===== config.mk =====
export PLATFORM = sky130hd
export DESIGN_NAME = parking_sensor_frontend
export DESIGN_NICKNAME = d
export VERILOG_FILES = /design/src/rtl/parking_sensor_frontend.sv
export SDC_FILE = /design/constraint.sdc
export NUM_CORES = 1
export LEC_CHECK = 0
export ABC_CLOCK_PERIOD_IN_PS = 3000
export BUFFER_PORTS_ARGS = -buffer_cell sky130_fd_sc_hd__buf_2
export CAP_MARGIN = 20
export CORE_ASPECT_RATIO = 0.75
export CORE_UTILIZATION = 50
export DETAILED_ROUTE_END_ITERATION = 6
export PLACE_DENSITY = 0.72
export SLEW_MARGIN = 20
export SYNTH_ARGS = -nofsm -noshare
export SYNTH_HDL_FRONTEND = slang
export SYNTH_SLANG_ARGS = --single-unit

===== constraint.sdc =====
create_clock -name clk -period 3 [get_ports clk]
set_input_delay 0.45 -clock clk [delete_from_list [all_inputs] [get_ports clk]]
set_output_delay 0.45 -clock clk [all_outputs]
set_load 0.02 [all_outputs]

===== src/rtl/parking_sensor_frontend.sv =====
// parking_sensor_frontend
//   Conditions the raw entrance/exit loop detectors for the parking gate
//   controller. Both inputs are synchronised through two flops and then
//   debounced. The block tracks occupancy against CAPACITY and refuses
//   arrivals while the lot is full.
//
// Ports
//   clk              system clock
//   reset            synchronous, active-high reset
//   raw_entrance     asynchronous, bouncy entrance loop detector
//   raw_exit         asynchronous, bouncy exit loop detector
//   sensor_entrance  admitted vehicle present at the entrance
//   sensor_exit      debounced exit presence
//   car_count        current occupancy, 0..CAPACITY
//   lot_full         car_count == CAPACITY
//   lot_empty        car_count == 0
//   entry_pulse      1-cycle pulse, vehicle admitted
//   exit_pulse       1-cycle pulse, vehicle departed
//   reject_pulse     1-cycle pulse, arrival refused (lot full)
//   underflow_err    sticky: exit seen while the lot was empty
module parking_sensor_frontend #(
  parameter int DEBOUNCE_CYCLES = 4,
  parameter int CAPACITY        = 8,
  parameter int CNT_W           = 4
) (
  input  logic             clk,
  input  logic             reset,
  input  logic             raw_entrance,
  input  logic             raw_exit,
  output logic             sensor_entrance,
  output logic             sensor_exit,
  output logic [CNT_W-1:0] car_count,
  output logic             lot_full,
  output logic             lot_empty,
  output logic             entry_pulse,
  output logic             exit_pulse,
  output logic             reject_pulse,
  output logic             underflow_err
);

  // Debounce counter only has to hold 0..DEBOUNCE_CYCLES-1.
  localparam int               DB_W    = (DEBOUNCE_CYCLES > 2) ? $clog2(DEBOUNCE_CYCLES) : 1;
  localparam logic [DB_W-1:0]  DB_LAST = DB_W'(DEBOUNCE_CYCLES - 1);
  localparam logic [DB_W-1:0]  DB_ONE  = DB_W'(1);
  localparam logic [CNT_W-1:0] CAP     = CNT_W'(CAPACITY);
  localparam logic [CNT_W-1:0] ONE     = CNT_W'(1);

  function automatic logic [CNT_W-1:0] sat_inc(input logic [CNT_W-1:0] v);
    return (v >= CAP) ? CAP : v + ONE;
  endfunction

  function automatic logic [CNT_W-1:0] sat_dec(input logic [CNT_W-1:0] v);
    return (v == '0) ? '0 : v - ONE;
  endfunction

  logic            entr_sync_p0, entr_sync_p1;
  logic            exit_sync_p0, exit_sync_p1;
  logic            stable_entr_p2, stable_exit_p2;
  logic [DB_W-1:0] entr_cnt_p2, exit_cnt_p2;

  logic            entr_diff, entr_fire, entr_rise, entr_fall;
  logic            exit_diff, exit_fire, exit_rise;
  logic [DB_W-1:0] entr_cnt_nxt, exit_cnt_nxt;

  logic [CNT_W-1:0] count_nxt;
  logic             admit_nxt, entry_nxt, exitp_nxt, reject_nxt, uflow_nxt;
  logic             full_now, empty_now;

  // Debounce decision: the stable level flips on the DEBOUNCE_CYCLES-th
  // consecutive mismatching sample; any agreeing sample restarts the count.
  always_comb begin
    entr_diff    = entr_sync_p1 ^ stable_entr_p2;
    entr_fire    = entr_diff && (entr_cnt_p2 == DB_LAST);
    entr_rise    = entr_fire && !stable_entr_p2;
    entr_fall    = entr_fire && stable_entr_p2;
    entr_cnt_nxt = (entr_diff && !entr_fire) ? entr_cnt_p2 + DB_ONE : '0;

    exit_diff    = exit_sync_p1 ^ stable_exit_p2;
    exit_fire    = exit_diff && (exit_cnt_p2 == DB_LAST);
    exit_rise    = exit_fire && !stable_exit_p2;
    exit_cnt_nxt = (exit_diff && !exit_fire) ? exit_cnt_p2 + DB_ONE : '0;
  end

  // Occupancy bookkeeping. A simultaneous entry and exit always nets to
  // zero: when full the exit frees the space first, when empty the entry
  // supplies the car the exit removes, so neither refusal nor underflow.
  always_comb begin
    full_now   = (car_count == CAP);
    empty_now  = (car_count == '0);
    count_nxt  = car_count;
    admit_nxt  = sensor_entrance;
    entry_nxt  = 1'b0;
    exitp_nxt  = 1'b0;
    reject_nxt = 1'b0;
    uflow_nxt  = underflow_err;

    if (entr_rise && exit_rise) begin
      entry_nxt = 1'b1;
      exitp_nxt = 1'b1;
      admit_nxt = 1'b1;
    end else if (entr_rise) begin
      if (!full_now) begin
        count_nxt = sat_inc(car_count);
        entry_nxt = 1'b1;
        admit_nxt = 1'b1;
      end else begin
        reject_nxt = 1'b1;
      end
    end else if (exit_rise) begin
      if (!empty_now) begin
        count_nxt = sat_dec(car_count);
        exitp_nxt = 1'b1;
      end else begin
        uflow_nxt = 1'b1;
      end
    end

    if (entr_fall) begin
      admit_nxt = 1'b0;
    end
  end

  // Stage p0/p1: two-flop synchronisers
  always_ff @(posedge clk) begin
    if (reset) begin
      entr_sync_p0 <= 1'b0;
      entr_sync_p1 <= 1'b0;
      exit_sync_p0 <= 1'b0;
      exit_sync_p1 <= 1'b0;
    end else begin
      entr_sync_p0 <= raw_entrance;
      entr_sync_p1 <= entr_sync_p0;
      exit_sync_p0 <= raw_exit;
      exit_sync_p1 <= exit_sync_p0;
    end
  end

  // Stage p2: debounced levels, counters, occupancy and event outputs
  always_ff @(posedge clk) begin
    if (reset) begin
      stable_entr_p2  <= 1'b0;
      stable_exit_p2  <= 1'b0;
      entr_cnt_p2     <= '0;
      exit_cnt_p2     <= '0;
      sensor_entrance <= 1'b0;
      car_count       <= '0;
      lot_full        <= 1'b0;
      lot_empty       <= 1'b1;
      entry_pulse     <= 1'b0;
      exit_pulse      <= 1'b0;
      reject_pulse    <= 1'b0;
      underflow_err   <= 1'b0;
    end else begin
      stable_entr_p2  <= stable_entr_p2 ^ entr_fire;
      stable_exit_p2  <= stable_exit_p2 ^ exit_fire;
      entr_cnt_p2     <= entr_cnt_nxt;
      exit_cnt_p2     <= exit_cnt_nxt;
      sensor_entrance <= admit_nxt;
      car_count       <= count_nxt;
      lot_full        <= (count_nxt == CAP);
      lot_empty       <= (count_nxt == '0);
      entry_pulse     <= entry_nxt;
      exit_pulse      <= exitp_nxt;
      reject_pulse    <= reject_nxt;
      underflow_err   <= uflow_nxt;
    end
  end

  assign sensor_exit = stable_exit_p2;

endmodule

==> run summary <==
The number of synthesized register bits came out at 21. The classification of the worst-slack hold path is input pin to flop. The worst slew margin relative to its limit is 0.7529. Data arrives at the worst endpoint at approximately 2200 ps. The number of non-filler instances in the completed layout came out at 146. The worst setup path is launched from a flop. The detailed router's first-iteration violation count is 5. The worst-case vdd ir drop came out at around 0.4 mV.

The post-detailed-routing wire length is between 1500 and 2000 µm. The most frequent cell after synthesis is dfxtp_1. Buffers inserted to repair hold after CTS numbered 0.

The proportion of synthesized chip area in sequential cells is 0.4237. The total CTS buffers came out at 3. In the synthesized netlist, the cells that appear most often are dfxtp_1, nor2_1, inv_1, nand2_1.

The worst slack after detailed placement is roughly 1000 ps. By startpoint and endpoint, the worst setup path is classified as flop to flop. The final number of max-transition violations is 0. The number of nets with antenna violations after routing came out at 0. The power after layout came out at between 0.4 and 0.5 mW. For the worst setup path, the data required time is between 3000 and 4000 ps.

The worst-case clock buffer depth came out at 2. The area of placed instances is ~1100 µm². The clock latency reported for the late side of the worst-skew pair is 310 ps. The root buffer cell chosen for the clock tree is clkbuf_4. The number of global-route vias before repair is 680.

The run finished with clean final reports. The horizontal extent of the die came out at 53.44 µm. The number of distinct standard cells referenced by the synthesized netlist came out at 39. The CTS tree is done. The filler cell count in the final layout came out at approximately 170.

The via count is between 700 and 800. The power density over the cells came out at 409.5 nW/µm². The final worst clock skew came out at between 9 and 10 ps. The die outline area came out at between 2000 and 2500 µm². The number of setup violations in the final report came out at 0. The proportion of layout cells with a drive suffix above 1 is 0.2177. The setup total negative slack is 0 ps. The fraction of registers with async set or reset after synthesis came out at 0.

The initial antenna violation count came out at 0. The average wire per standard cell came out at 12.26 µm. Entering global routing, the biggest net connects 14 pins. The count of cells resized by post-cts repair came out at 0. The H-tree depth reported by CTS came out at 1. The DRC violation count after routing is 0.

The number of nets produced by synthesis is roughly 120. In the routed layout, each cell is associated on average with a via count of between 5 and 6. The number of nets in the layout came out at 133. The mean instance size in the synthesized netlist is ~9 µm². The number of search-and-repair iterations in the first detailed-routing pass is 2.

By area the synthesized netlist is led by dfxtp_1, ha_1, nor2_1, inv_1, mux2i_1. The synthesized cell area came out at slightly below 1000 µm². STA classifies the critical path endpoint as a flop.

For this run, the leading register cell type out of synthesis is dfxtp_1. Once routing completed, OpenROAD measured the worst setup slack at around 1000 ps. The area overhead of the layout relative to synthesis came out at 9.332%.

The top achievable clock speed came out at ~0.5 GHz. The synthesized design spends more area on one cell type than any other, namely dfxtp_1. The static leakage is roughly 0.50 nW.

The instance count of the mapped netlist is approximately 110. The total of buffers placed on input and output ports came out at 15. The number of buffers inserted by post-CTS setup repair is 0.

Clock-pin slew was measured on the worst setup and hold paths at 130 ps. The area of all placed cells without fillers came out at roughly 1100 µm². For this run, the share of the core covered by cells in the final layout is 0.6008. The effective utilization at floorplan is 0.5495. The region available for standard cell placement spans 1805 µm². The number of top-level pins is 16. On the final layout, the worst hold slack is between 300 and 400 ps. The final clock period utilization by the worst path is 0.6678. The first global-routing pass estimated between 3000 and 4000 µm of wire. The cell count after placement is ~140. The clock period minus final worst setup slack is 2003 ps.

The routability congestion estimate is around 0.85. The maximum fanout along the worst path is 11. The number of maximum-capacitance constraint violations came out at 0.

The count of final hold-check violations came out at 0. The number of rows in the core area came out at 13. The measured slew at the worst slew-check pin came out at roughly 370 ps. The area share of the largest cell type after synthesis is 0.4237. The vertical die dimension is a little over 40 µm. The global routing usage summed across all routing layers came out at 0.2021. The clock net sink count came out at 21. The total overflow reported by the global router is 0. The total half-perimeter wirelength after legalization and detailed placement came out at 1323 µm. Setup repair after global routing left no endpoint under its margin. The warning count from the yosys run is 0. The count of inserted antenna diode cells is 0. The synthesized design contains 0 enable-type register cells.
[per-layer routing]
| metal | share of wire | vias up | GRT usage |
|---|---|---|---|
| met3 | 0.028 | 2 | 0.06818 |
| met5 | 0 | - | 0 |
| met4 | 0.0061 | 0 | 0.03947 |
| met1 | 0.51 | 339 | 0.2422 |
| met2 | 0.45 | 8 | 0.3563 |
| li1 | - | 413 | - |
[state kept, by name, indices dropped and copies added, names as in the netlist, named ones only]
signal and cells:
sensor_entrance 1, exit_sync_p1 1, lot_empty 1, entr_sync_p0 1, lot_full 1, entr_sync_p1 1
exit_cnt_p2 2, car_count 4, exit_pulse 1, entr_cnt_p2 2, entry_pulse 1, reject_pulse 1
exit_sync_p0 1, underflow_err 1
[worst max-delay path: stages (launching register included)]
cell and delay (ps):
dfxtp_1 520, inv_1 80, ha_1 230, nor2b_2 210, a22oi_2 190, o32ai_1 90, a211o_1 320, o41ai_2 300
[layout by cell type, fill, tap and decap left out, types with 2 or more instances in the layout]
| cell type | synthesis | routed |
|---|---|---|
| dfxtp_1 | 21 | 21 |
| buf_2 | 1 | 15 |
| nor2_1 | 10 | 10 |
| inv_1 | 9 | 9 |
| nand2_1 | 8 | 8 |
| a21oi_1 | 5 | 5 |
| nor3_1 | 5 | 5 |
| nor2b_1 | 4 | 4 |
| ha_1 | 4 | 4 |
| and3_1 | 3 | 3 |
| nand3_1 | 3 | 3 |
| mux2i_1 | 3 | 3 |
| clkbuf_4 | 0 | 3 |
| o21ai_0 | 2 | 2 |
| and3b_1 | 2 | 2 |
| and3_2 | 2 | 2 |
| o32ai_1 | 2 | 2 |
| a31oi_1 | 2 | 2 |
| and2_1 | 2 | 2 |
[cell families after synthesis]
family,Yosys count,share of synthesized area
AND/OR/NAND/NOR,48,0.2674
buffers and inverters,15,0.07439
multiplexers,3,0.03027
adder cells (fa/ha/maj),4,0.05044
XOR/XNOR,2,0.01766
flip-flops,21,0.4237
AO/OA/AOI/OAI,18,0.1362
[final cells by class]
type	count	area [µm²]	share of cell area
Multi-Input combinational cell	75	498.0	0.4591
Sequential cell	21	420.4	0.3875
Timing Repair Buffer	15	75.07	0.06920
Inverter	9	33.78	0.03114
Tap cell	22	27.53	0.02537
Clock buffer	3	22.52	0.02076
Clock inverter	1	7.507	0.006920
[report_power, final]
group	internal (mW)	switching [mW]
Clock	0.0509	0.0910
Combinational	0.00670	0.00890
Sequential	0.284	0.00308
Total	0.341	0.103
[path summary, 6_finish.rpt]
| kind | start | to | slack, ps | cells after the start |
|---|---|---|---|---|
| worst min register to register | entr_cnt_p2[0] | entr_cnt_p2[0] | 430 | 1 |
| worst max register to register | car_count[0] | lot_empty | 1000 | 7 |
| worst max-delay path | car_count[0] | lot_empty | 1000 | 7 |
| worst min-delay path | raw_exit | exit_sync_p0 | 330 | 2 |
No activity file was read; power rests on OpenSTA's default activity.
